--- config.mk ---
export PLATFORM = sky130hd
export DESIGN_NAME = id_hazard_ctrl
export DESIGN_NICKNAME = d
export VERILOG_FILES = /design/src/rtl/id_hazard_ctrl_pkg.sv /design/src/rtl/id_hazard_ctrl_imm_sel_dec.sv /design/src/rtl/id_hazard_ctrl.sv
export SDC_FILE = /design/constraint.sdc
export NUM_CORES = 1
export LEC_CHECK = 0
export CAP_MARGIN = 20
export CORE_MARGIN = 2
export CORE_UTILIZATION = 45
export CTS_BUF_LIST = sky130_fd_sc_hd__clkbuf_2
export DETAILED_ROUTE_END_ITERATION = 8
export GPL_TIMING_DRIVEN = 0
export PLACE_DENSITY = 0.81
export SETUP_SLACK_MARGIN = 0.2
export SLEW_MARGIN = 5
export SYNTH_ARGS = -nofsm -noshare
export SYNTH_HDL_FRONTEND = slang
export SYNTH_HIERARCHICAL = 1
export SYNTH_SLANG_ARGS = --single-unit
--- constraint.sdc ---
create_clock -name clk -period 2.8 [get_ports clk]
set_input_delay 0.28 -clock clk [delete_from_list [all_inputs] [get_ports clk]]
set_output_delay 0.28 -clock clk [all_outputs]
set_load 0.01 [all_outputs]
--- src/rtl/id_hazard_ctrl_pkg.sv ---
`default_nettype none
// ============================================================================
// Package  : id_hazard_ctrl_pkg
// Purpose  : Shared constants for the decode-stage controller and for any
//            other pipeline stage that reuses the immediate-select decoder.
//            Holds RV32 base opcodes, immediate-select codes, the canonical
//            NOP encoding and the decode FSM state encodings.
// Revision : 1.0 - initial release
// ============================================================================
package id_hazard_ctrl_pkg;

    // ------------------------------------------------------------------------
    // RV32 base opcodes (inst[6:0])
    // ------------------------------------------------------------------------
    localparam logic [6:0] c_OP_IMM = 7'b0010011;
    localparam logic [6:0] c_LOAD   = 7'b0000011;
    localparam logic [6:0] c_SYSTEM = 7'b1110011;
    localparam logic [6:0] c_OP     = 7'b0110011;
    localparam logic [6:0] c_STORE  = 7'b0100011;
    localparam logic [6:0] c_BRANCH = 7'b1100011;
    localparam logic [6:0] c_LUI    = 7'b0110111;
    localparam logic [6:0] c_AUIPC  = 7'b0010111;
    localparam logic [6:0] c_JAL    = 7'b1101111;
    localparam logic [6:0] c_JALR   = 7'b1100111;

    // ------------------------------------------------------------------------
    // Immediate-generator select codes. IMM_J covers both JAL and JALR; the
    // generator looks at inst[3] to pick the J or I layout.
    // ------------------------------------------------------------------------
    localparam logic [2:0] c_IMM_I = 3'b000;
    localparam logic [2:0] c_IMM_S = 3'b001;
    localparam logic [2:0] c_IMM_B = 3'b010;
    localparam logic [2:0] c_IMM_U = 3'b011;
    localparam logic [2:0] c_IMM_J = 3'b100;

    // addi x0, x0, 0
    localparam logic [31:0] c_NOP_INST = 32'h0000_0013;

    // ------------------------------------------------------------------------
    // Decode FSM state encodings
    // ------------------------------------------------------------------------
    localparam logic [0:0] c_ST_RUN   = 1'b0;
    localparam logic [0:0] c_ST_STALL = 1'b1;

    // Width of the per-hazard stall down-counter (supports up to 7 cycles).
    localparam int c_STALL_CNT_W = 3;

endpackage : id_hazard_ctrl_pkg
`default_nettype wire

--- src/rtl/id_hazard_ctrl_imm_sel_dec.sv ---
`default_nettype none
// ============================================================================
// Module   : imm_sel_dec
// Purpose  : Purely combinational opcode classifier. Produces the immediate
//            select for the immediate generator, the source-register usage
//            flags used by hazard detection, and an opcode-recognised flag.
// Ports    : i_opcode    - inst[6:0]
//            o_immsel    - immediate select (IMM_I/S/B/U/J)
//            o_uses_rs1  - instruction reads rs1
//            o_uses_rs2  - instruction reads rs2
//            o_known     - opcode belongs to the supported base set
// Revision : 1.0 - initial release
// ============================================================================
module imm_sel_dec
    import id_hazard_ctrl_pkg::*;
(
    input  logic [6:0] i_opcode,
    output logic [2:0] o_immsel,
    output logic       o_uses_rs1,
    output logic       o_uses_rs2,
    output logic       o_known
);

    always_comb begin
        o_immsel = c_IMM_I;
        o_known  = 1'b1;
        case (i_opcode)
            c_OP_IMM, c_LOAD, c_SYSTEM, c_OP: o_immsel = c_IMM_I;
            c_STORE:                          o_immsel = c_IMM_S;
            c_BRANCH:                         o_immsel = c_IMM_B;
            c_LUI, c_AUIPC:                   o_immsel = c_IMM_U;
            c_JAL, c_JALR:                    o_immsel = c_IMM_J;
            default: begin
                o_immsel = c_IMM_I;
                o_known  = 1'b0;
            end
        endcase
    end

    // Only U-type and JAL lack an rs1 field; unknown opcodes are treated
    // conservatively as reading rs1 so they can still trigger a stall.
    always_comb begin
        o_uses_rs1 = !((i_opcode == c_LUI) || (i_opcode == c_AUIPC) ||
                       (i_opcode == c_JAL));
        o_uses_rs2 = (i_opcode == c_OP) || (i_opcode == c_STORE) ||
                     (i_opcode == c_BRANCH);
    end

endmodule : imm_sel_dec
`default_nettype wire

--- src/rtl/id_hazard_ctrl.sv ---
`default_nettype none
// ============================================================================
// Module   : id_hazard_ctrl
// Purpose  : Decode-stage controller. Owns the IF/ID pipeline register,
//            decodes the latched opcode into the immediate select, detects
//            load-use hazards against EX, sequences stall cycles with a
//            two-state FSM and applies branch-taken flushes.
// Ports    : clk, rst            - clock, synchronous active-high reset
//            i_if_inst/pc/valid  - fetched instruction, its PC, valid
//            i_ex_memread/rd/valid - EX-stage load flag, dest reg, valid
//            i_br_taken          - redirect; flushes IF/ID
//            o_id_inst/pc/valid  - IF/ID register contents
//            o_immsel            - immediate select for o_id_inst
//            o_rs1/o_rs2/o_rd    - register fields of o_id_inst
//            o_pc_stall          - hold PC and fetch this cycle
//            o_bubble            - ID/EX must load a NOP this cycle
//            o_illegal           - valid instruction with unknown opcode
//            o_hzd_cnt           - saturating count of detected hazards
// Revision : 1.0 - initial release
// ============================================================================
module id_hazard_ctrl
    import id_hazard_ctrl_pkg::*;
#(
    parameter int WID_DATA  = 32,
    parameter int STALL_CYC = 1,
    parameter int CNT_W     = 16
) (
    input  logic                clk,
    input  logic                rst,
    input  logic [WID_DATA-1:0] i_if_inst,
    input  logic [WID_DATA-1:0] i_if_pc,
    input  logic                i_if_valid,
    input  logic                i_ex_memread,
    input  logic [4:0]          i_ex_rd,
    input  logic                i_ex_valid,
    input  logic                i_br_taken,
    output logic [WID_DATA-1:0] o_id_inst,
    output logic [WID_DATA-1:0] o_id_pc,
    output logic                o_id_valid,
    output logic [2:0]          o_immsel,
    output logic [4:0]          o_rs1,
    output logic [4:0]          o_rs2,
    output logic [4:0]          o_rd,
    output logic                o_pc_stall,
    output logic                o_bubble,
    output logic                o_illegal,
    output logic [CNT_W-1:0]    o_hzd_cnt
);

    // Counter preload: the RUN cycle that detects the hazard is the first
    // stall cycle, so STALL only has to cover the remaining STALL_CYC-1.
    localparam logic [c_STALL_CNT_W-1:0] c_STALL_LOAD =
        c_STALL_CNT_W'(STALL_CYC - 1);
    localparam logic [WID_DATA-1:0]      c_NOP = WID_DATA'(c_NOP_INST);

    // ------------------------------------------------------------------------
    // Registers
    // ------------------------------------------------------------------------
    logic [0:0]               r_state;
    logic [c_STALL_CNT_W-1:0] r_cnt;
    logic [WID_DATA-1:0]      r_id_inst;
    logic [WID_DATA-1:0]      r_id_pc;
    logic                     r_id_valid;
    logic [CNT_W-1:0]         r_hzd_cnt;

    // ------------------------------------------------------------------------
    // Combinational wires
    // ------------------------------------------------------------------------
    logic [0:0]               w_state_nxt;
    logic [c_STALL_CNT_W-1:0] w_cnt_nxt;
    logic [2:0]               w_immsel;
    logic                     w_uses_rs1;
    logic                     w_uses_rs2;
    logic                     w_known;
    logic [4:0]               w_rs1;
    logic [4:0]               w_rs2;
    logic [4:0]               w_rd;
    logic                     w_hazard;
    logic                     w_pc_stall;
    logic                     w_ifid_load;
    logic                     w_hzd_inc;

    // ------------------------------------------------------------------------
    // Field extraction and opcode decode
    // ------------------------------------------------------------------------
    assign w_rs1 = r_id_inst[19:15];
    assign w_rs2 = r_id_inst[24:20];
    assign w_rd  = r_id_inst[11:7];

    imm_sel_dec u_imm_sel_dec (
        .i_opcode   (r_id_inst[6:0]),
        .o_immsel   (w_immsel),
        .o_uses_rs1 (w_uses_rs1),
        .o_uses_rs2 (w_uses_rs2),
        .o_known    (w_known)
    );

    // Load-use hazard: the load in EX will not have its data until after
    // the ID instruction would read it. x0 is hard-wired, never a hazard.
    always_comb begin
        w_hazard = r_id_valid && i_ex_valid && i_ex_memread &&
                   (i_ex_rd != 5'd0) &&
                   ((w_uses_rs1 && (w_rs1 == i_ex_rd)) ||
                    (w_uses_rs2 && (w_rs2 == i_ex_rd)));
    end

    // ------------------------------------------------------------------------
    // FSM: state register
    // ------------------------------------------------------------------------
    always_ff @(posedge clk) begin
        if (rst) begin
            r_state <= c_ST_RUN;
            r_cnt   <= '0;
        end else begin
            r_state <= w_state_nxt;
            r_cnt   <= w_cnt_nxt;
        end
    end

    // ------------------------------------------------------------------------
    // FSM: next-state logic
    // ------------------------------------------------------------------------
    always_comb begin
        w_state_nxt = r_state;
        w_cnt_nxt   = r_cnt;
        if (i_br_taken) begin
            // Redirect wins over any stall in progress.
            w_state_nxt = c_ST_RUN;
            w_cnt_nxt   = '0;
        end else begin
            case (r_state)
                c_ST_RUN: begin
                    // With a single stall cycle there is nothing to count;
                    // the hazard is simply re-evaluated next cycle in RUN.
                    if (w_hazard && (STALL_CYC > 1)) begin
                        w_state_nxt = c_ST_STALL;
                        w_cnt_nxt   = c_STALL_LOAD;
                    end
                end
                c_ST_STALL: begin
                    w_cnt_nxt = r_cnt - 1'b1;
                    // cnt==0 cannot occur here; leave defensively.
                    if (r_cnt <= c_STALL_CNT_W'(1)) begin
                        w_state_nxt = c_ST_RUN;
                    end
                end
                default: begin
                    w_state_nxt = c_ST_RUN;
                    w_cnt_nxt   = '0;
                end
            endcase
        end
    end

    // ------------------------------------------------------------------------
    // FSM: output logic
    // ------------------------------------------------------------------------
    always_comb begin
        w_pc_stall  = 1'b0;
        w_ifid_load = 1'b0;
        w_hzd_inc   = 1'b0;
        // A taken branch must never be stalled: the redirect has to land.
        if (!i_br_taken) begin
            case (r_state)
                c_ST_RUN: begin
                    w_pc_stall  = w_hazard;
                    w_ifid_load = !w_hazard;
                    w_hzd_inc   = w_hazard;
                end
                c_ST_STALL: begin
                    w_pc_stall = 1'b1;
                end
                default: begin
                    w_pc_stall = 1'b0;
                end
            endcase
        end
    end

    // ------------------------------------------------------------------------
    // IF/ID register and hazard counter
    // ------------------------------------------------------------------------
    always_ff @(posedge clk) begin
        if (rst) begin
            r_id_inst  <= c_NOP;
            r_id_pc    <= '0;
            r_id_valid <= 1'b0;
            r_hzd_cnt  <= '0;
        end else begin
            if (i_br_taken) begin
                r_id_inst  <= c_NOP;
                r_id_valid <= 1'b0;
            end else if (w_ifid_load) begin
                // Invalid fetch slots are squashed to a NOP so the decoder
                // never sees stale encodings.
                r_id_inst  <= i_if_valid ? i_if_inst : c_NOP;
                r_id_pc    <= i_if_pc;
                r_id_valid <= i_if_valid;
            end

            if (w_hzd_inc && (r_hzd_cnt != {CNT_W{1'b1}})) begin
                r_hzd_cnt <= r_hzd_cnt + CNT_W'(1);
            end
        end
    end

    // ------------------------------------------------------------------------
    // Outputs
    // ------------------------------------------------------------------------
    assign o_id_inst  = r_id_inst;
    assign o_id_pc    = r_id_pc;
    assign o_id_valid = r_id_valid;
    assign o_immsel   = w_immsel;
    assign o_rs1      = w_rs1;
    assign o_rs2      = w_rs2;
    assign o_rd       = w_rd;
    assign o_pc_stall = w_pc_stall;
    assign o_bubble   = !r_id_valid || w_pc_stall;
    assign o_illegal  = r_id_valid && !w_known;
    assign o_hzd_cnt  = r_hzd_cnt;

endmodule : id_hazard_ctrl
`default_nettype wire

# Yosys cells after proc, flatten, opt, wreduce, memory -nomap -nowiden
# Cells that the tools add are included.
# totals
in_bits,75
reg_bits,85
# classes
bitwise_logic,2
order_cmp,1
eq_ne,13
mux,10
n_reduce_logical,25
addsub,2
# op_table
operator,count
$mux 32,1
$eq 7x7->1 const B,4
$eq 7x6->1 const B,3
$add 16x1->16 const B,1
$ne 16x16->1 const B,1
$eq 7x5->1 const B,2
$pmux 3 s4,1
$eq 5x5->1,2
$reduce_or 10->1,1
$logic_and 1x1->1,8
$eq 7x2->1 const B,1
$mux 1,7
$logic_or 1x1->1,6
$reduce_or 2->1,3
$reduce_bool 5->1,1
$logic_not 1->1,4
$le 3x1->1 const B,1
$reduce_or 3->1,1
$sub 3x1->3 const B,1
$not 1->1,2
$pmux 1 s2,1
$reduce_and 2->1,1

# Depth between registers and ports, before layout
# logic_depth
depth_word,11
ltp_mapped,9
mapped_depth_nobuf,7

# By module
# The synthesis kept the hierarchy.
# modules_own_cells
module,seq_area_each_um2,instances,cells_each,area_per_inst_um2
id_hazard_ctrl,1701.6,1,467,4359.2
imm_sel_dec,0.0,1,20,133.9

# Worst setup path before layout
# OpenSTA, ideal clock, no wires.
# synth_path
path_kind,reg-to-reg
start,register r_id_inst[4] (netlist: o_id_inst[4])
end,register r_hzd_cnt[9] (netlist: o_hzd_cnt[9])
arrival_ps,2063
setup_time_ps,121
path_stages_with_launch,9
slack_ps,617
cell_sequence,dfxtp_1 -> nand3b_1 -> a2bb2o_2 -> nand2b_1 -> nand2_1 -> o22a_1 -> buf_2 -> nor4_1 -> mux2_2
# synth_via
elab_chain_cells,10
# synth_rtl
item,line_no,text
start: declaration,id_hazard_ctrl.sv:61,logic [WID_DATA-1:0] r_id_inst;
start signal: assignment,id_hazard_ctrl.sv:185,r_id_inst <= c_NOP;
start signal: assignment,id_hazard_ctrl.sv:191,r_id_inst <= c_NOP;
start signal: assignment,id_hazard_ctrl.sv:196,r_id_inst <= i_if_valid ? i_if_inst : c_NOP;
$eq 7x6->1 or $eq 7x5->1 (tied branches),id_hazard_ctrl_imm_sel_dec.sv:43,o_uses_rs1 = !((i_opcode == c_LUI) || (i_opcode == c_AUIPC) ||
$logic_or 1x1->1,id_hazard_ctrl_imm_sel_dec.sv:43,
$logic_or 1x1->1 *,id_hazard_ctrl_imm_sel_dec.sv:43,
$logic_not 1->1 *,id_hazard_ctrl_imm_sel_dec.sv:43,
via w_uses_rs1,id_hazard_ctrl.sv:72,logic w_uses_rs1;
$logic_and 1x1->1 *,id_hazard_ctrl.sv:103,((w_uses_rs1 && (w_rs1 == i_ex_rd)) ||
$logic_or 1x1->1 *,id_hazard_ctrl.sv:103,
$logic_and 1x1->1 *,id_hazard_ctrl.sv:102,(i_ex_rd != 5'd0) &&
$mux 1 *,id_hazard_ctrl.sv:164,case (r_state)
$mux 1 *,id_hazard_ctrl.sv:163,if (!i_br_taken) begin
$logic_and 1x1->1 *,id_hazard_ctrl.sv:201,if (w_hzd_inc && (r_hzd_cnt != {CNT_W{1'b1}})) begin
end signal: assignment,id_hazard_ctrl.sv:202,r_hzd_cnt <= r_hzd_cnt + CNT_W'(1);
end: declaration,id_hazard_ctrl.sv:64,logic [CNT_W-1:0] r_hzd_cnt;
# The timed path passes the listed nets; every way through them passes the cells marked *.
# A chain may end at the register's enable or synchronous reset.

# Worst setup path in the final report
# layout_path
start,register r_id_inst[6] (netlist: o_id_inst[6])
end,output port o_illegal
# layout_via
elab_chain_cells,5
# layout_rtl
item,line_no,text
$eq 7x5->1 (tied with other cells),id_hazard_ctrl_imm_sel_dec.sv:27,case (i_opcode)
$reduce_or 10->1 (no line) *,n/a,
$mux 1 *,id_hazard_ctrl_imm_sel_dec.sv:27,
via w_known,id_hazard_ctrl.sv:74,logic w_known;
$logic_not 1->1 *,id_hazard_ctrl.sv:219,assign o_illegal = r_id_valid && !w_known;
$logic_and 1x1->1 *,id_hazard_ctrl.sv:219,
end: declaration,id_hazard_ctrl.sv:46,"output logic o_illegal,"
# Marked as above.

==> metrics.md <==
| Metric | Value |
|---|---|
| Vias | approximately 4600 |
| Placer Congestion | ~0.90 |
| Pre-antenna DRT Iters | 4 |
| Core outline area | 9730 sq um |
| Post-DRT Antenna Nets | 0 |
| First-pass GRT wire length | ~23000 um |
| Run status | complete, no violations |
| DRC Markers | 0 |
| Clk slew on worst S/H paths | approximately 0.26 ns |
| Power, Total | between 2000 and 2500 uW |
| DIE HEIGHT | 104 um |
| H-tree Lvls | 3 |
| Post-synthesis mux area share | under 10% |
| Fin area | about 6600 sq um |
| Placed Area | 6420 sq um |
| Worst-Skew Late Latency | 0.54 ns |
| CTS max path bufs | 2 |
| Area contributors post-synth | dfxtp_1 38%, and3_1 9.3%, mux2i_1 7.1% |
| Final min period | 2.49 ns |
| Largest family of logic cells by synthesized area | simple AND/OR/NAND/NOR gates |
| Syn Nets | roughly 570 |
| Worst-margin pin slew | 0.623 ns |
| CP Cell Sequence | buf_4 > and4b_1 > a31oi_1 > a21oi_1 > nor2b_1 > clkdlybuf4s50_1 |
| CTS sink count | 85 |
| Req. time, crit path | 2.52 ns |
| Iteration-0 DRC Markers | around 250 |
| CP max-delay cell | clkdlybuf4s50_1 |
| Post-synth EDFFs | 0 |
| Clock Tree Root | clkbuf_2 |
| WP buf/inv | 2 |
| Die W | 104 um |
| Layout area overhead | 46.6% |
| Final setup fails | 0 |
| Synth Area in Compound Gates | 20.6% |
| Main synth FF type | dfxtp_1 |
| Kind of critical path | flip-flop to primary output |
| # diodes | 0 |
| Largest net degree at the start of global routing | 16 |
| RSZ-0062 raised after global routing | false |
| Routed len/inst | 17.1 um |
| CTS Hold Bufs | 0 |
| Critical Path End Type | primary output |
| Hold Path Class | input port to flip-flop |
| Placed cells | between 700 and 800 |
| Starting density of the core | between 40% and 50% |
| Grt ovf | 0 |
| Synthesized cell area | around 4500 sq um |
| Xor/xnor share of the synthesized area | under 10% |
| Die ar. | around 11000 sq um |
| Dpl hpwl | roughly 10000 um |
| Syn Inst Count | slightly below 500 |
| PortBufs | roughly 180 |
| Number of global-route vias before repair | between 4000 and 5000 |
| Most frequent cells in the layout | 174 x clkdlybuf4s50_1, 79 x dfxtp_1, 67 x and3_1 |
| Seq cells post-synth | 85 |
| Commonest non-fill, non-tap cell in the layout | clkdlybuf4s50_1 |
| Cell Pwr Density | 362 nW/um^2 |
| Layout net count | roughly 760 |
| Worst-path fanout max | 5 |
| Max Clk Rate | approximately 400 MHz |
| Post-Synth Adder-Cell Area | less than 1% |
| Antenna violations before repair | 0 |
| Cell taking the most area after synthesis | dfxtp_1 |
| Seq/Total Area, Yosys | a little under two fifths |
| Hold Vio Cnt, Final | 0 |
| CTS tree | yes |
| Dominant delay contributor by cell family on the critical path | buffers and inverters |
| Setup crit start kind | flip-flop |
| Worst Clk Skew | around 0.037 ns |
| Rows | 36 |
| Final worst-path cycle share | around 89% |
| Arr. time, crit path | around 2.2 ns |
| Pleak | between 0.002 and 0.003 uW |
| Synth unique cells | 55 |
| Hold WS | around 0.32 ns |
| Synth Area per Inst | a little over 9 sq um |
| Syn. warnings | 6 |
| Post-synth top area share | around 38% |
| Cts bufs inserted | 9 |
| Vias per inst | 5.67 |
| Slowest stage delay, CP | roughly 0.55 ns |
| Number of max-cap violations | 0 |
| Total GRT Usage | 25.2% |
| Asr flop ratio synth | 0% |
| Share of cells above drive strength 1 | 12.4% |
| Max VDD drop | about 0.19 mV |
| Max-slew headroom | roughly three fifths |
| FILL cells | ~810 |
| Drt total wl | about 14000 um |
| Ports | ~180 |
| Slew Viols, Final | 0 |
| Simple-gate share of the synthesized area | 21.9% |
| Layout Cells excl Fill | a little over 800 |
==> synth_stat cells (2+ instances only) <==
cell type	number
inv_1	7
buf_4	15
nor2_1	16
or4_1	8
or2_2	2
nor3_1	2
o31ai_1	8
xnor2_1	11
nand3_1	6
o21ai_0	5
dfxtp_1	85
a21oi_1	14
buf_6	9
o22a_1	2
ha_1	3
a211oi_1	2
clkbuf_1	19
nand2b_1	2
nor2b_1	4
o32a_2	3
o41ai_1	3
buf_2	15
nand2_1	43
and2_1	3
mux2_2	3
a22o_1	29
or3_1	2
nand4_1	8
and3_1	67
a32oi_1	32
mux2i_1	32
nor4_1	4
==> cells by family (layout without fill, tap and decap cells) <==
family                     count (synthesis)  count (layout)
and+or+nand+nor                          176             176
AOI/OAI and AO/OA                        111             111
DFF                                       85              85
buffers and inverters                     65             261
muxes                                     35              35
xor gates and xnor gates                  12              12
adders and majority gates                  3               3
==> final timing paths <==
path,startpoint,endpoint,slack [ns],cells after the start
hold / removal,i_if_inst[15],o_id_inst[15],0.32,2
hold reg to reg,o_id_inst[31],o_id_inst[31],0.51,1
setup / recovery,o_id_inst[6],o_illegal,0.31,6
setup reg to reg,o_id_inst[6],o_id_inst[2],0.49,8
==> routing by layer <==
metal  share of wire, %  vias up  GRT usage (%)
li1                   -     2212              -
met1                 42     2202           32.7
met2                 51      186           43.6
met3                4.7       29           3.63
met4                2.0        0           7.63
met5                  0        -              0
==> stage by stage <==
stage	TNS, ns	setup WS [ns]	util [%]
floorplan	0	0.617	-
global placement	-0.348	-0.195	66.0
detailed placement	-0.467	-0.278	66.0
CTS	0	0.219	67.6
global route	0	0.208	67.7
finish	0	0.314	67.7
==> registers in the layout, summed over array words and instances, names as in the netlist <==
register / flops
r_state: 1
o_id_inst: 32
r_cnt: 3
o_hzd_cnt: 16
o_id_valid: 1
o_id_pc: 32
==> repair_timing <==
action / 4_1_cts / 5_1_grt
hold endpoints to repair: 0 / 0
setup buffers: 3 / 1
pin swaps: 0 / 1
setup endpoints to repair: 2 / 2
gates resized for setup: 21 / 4
==> power by group <==
| group | internal [uW] | switching [uW] | leakage [uW] | total, uW |
|---|---|---|---|---|
| registers | 1270 | 49.5 | 0.000699 | 1320 |
| logic | 285 | 200 | 0.00187 | 485 |
| clock network | 120 | 457 | 0.0000563 | 578 |
| total | 1670 | 707 | 0.00262 | 2380 |
==> cell type report <==
class / instances / area [sq um] / share of cell area, %
Timing Repair Buffer: 180 / 1780 / 27.0
Buffer: 58 / 363 / 5.51
Multi-Input combinational cell: 337 / 2440 / 37.0
Sequential cell: 85 / 1720 / 26.1
Tap cell: 133 / 166 / 2.53
Clock inverter: 7 / 50.0 / 0.760
Clock buffer: 9 / 45.0 / 0.684
Inverter: 7 / 26.3 / 0.399
(Power assumes the default switching activity.)
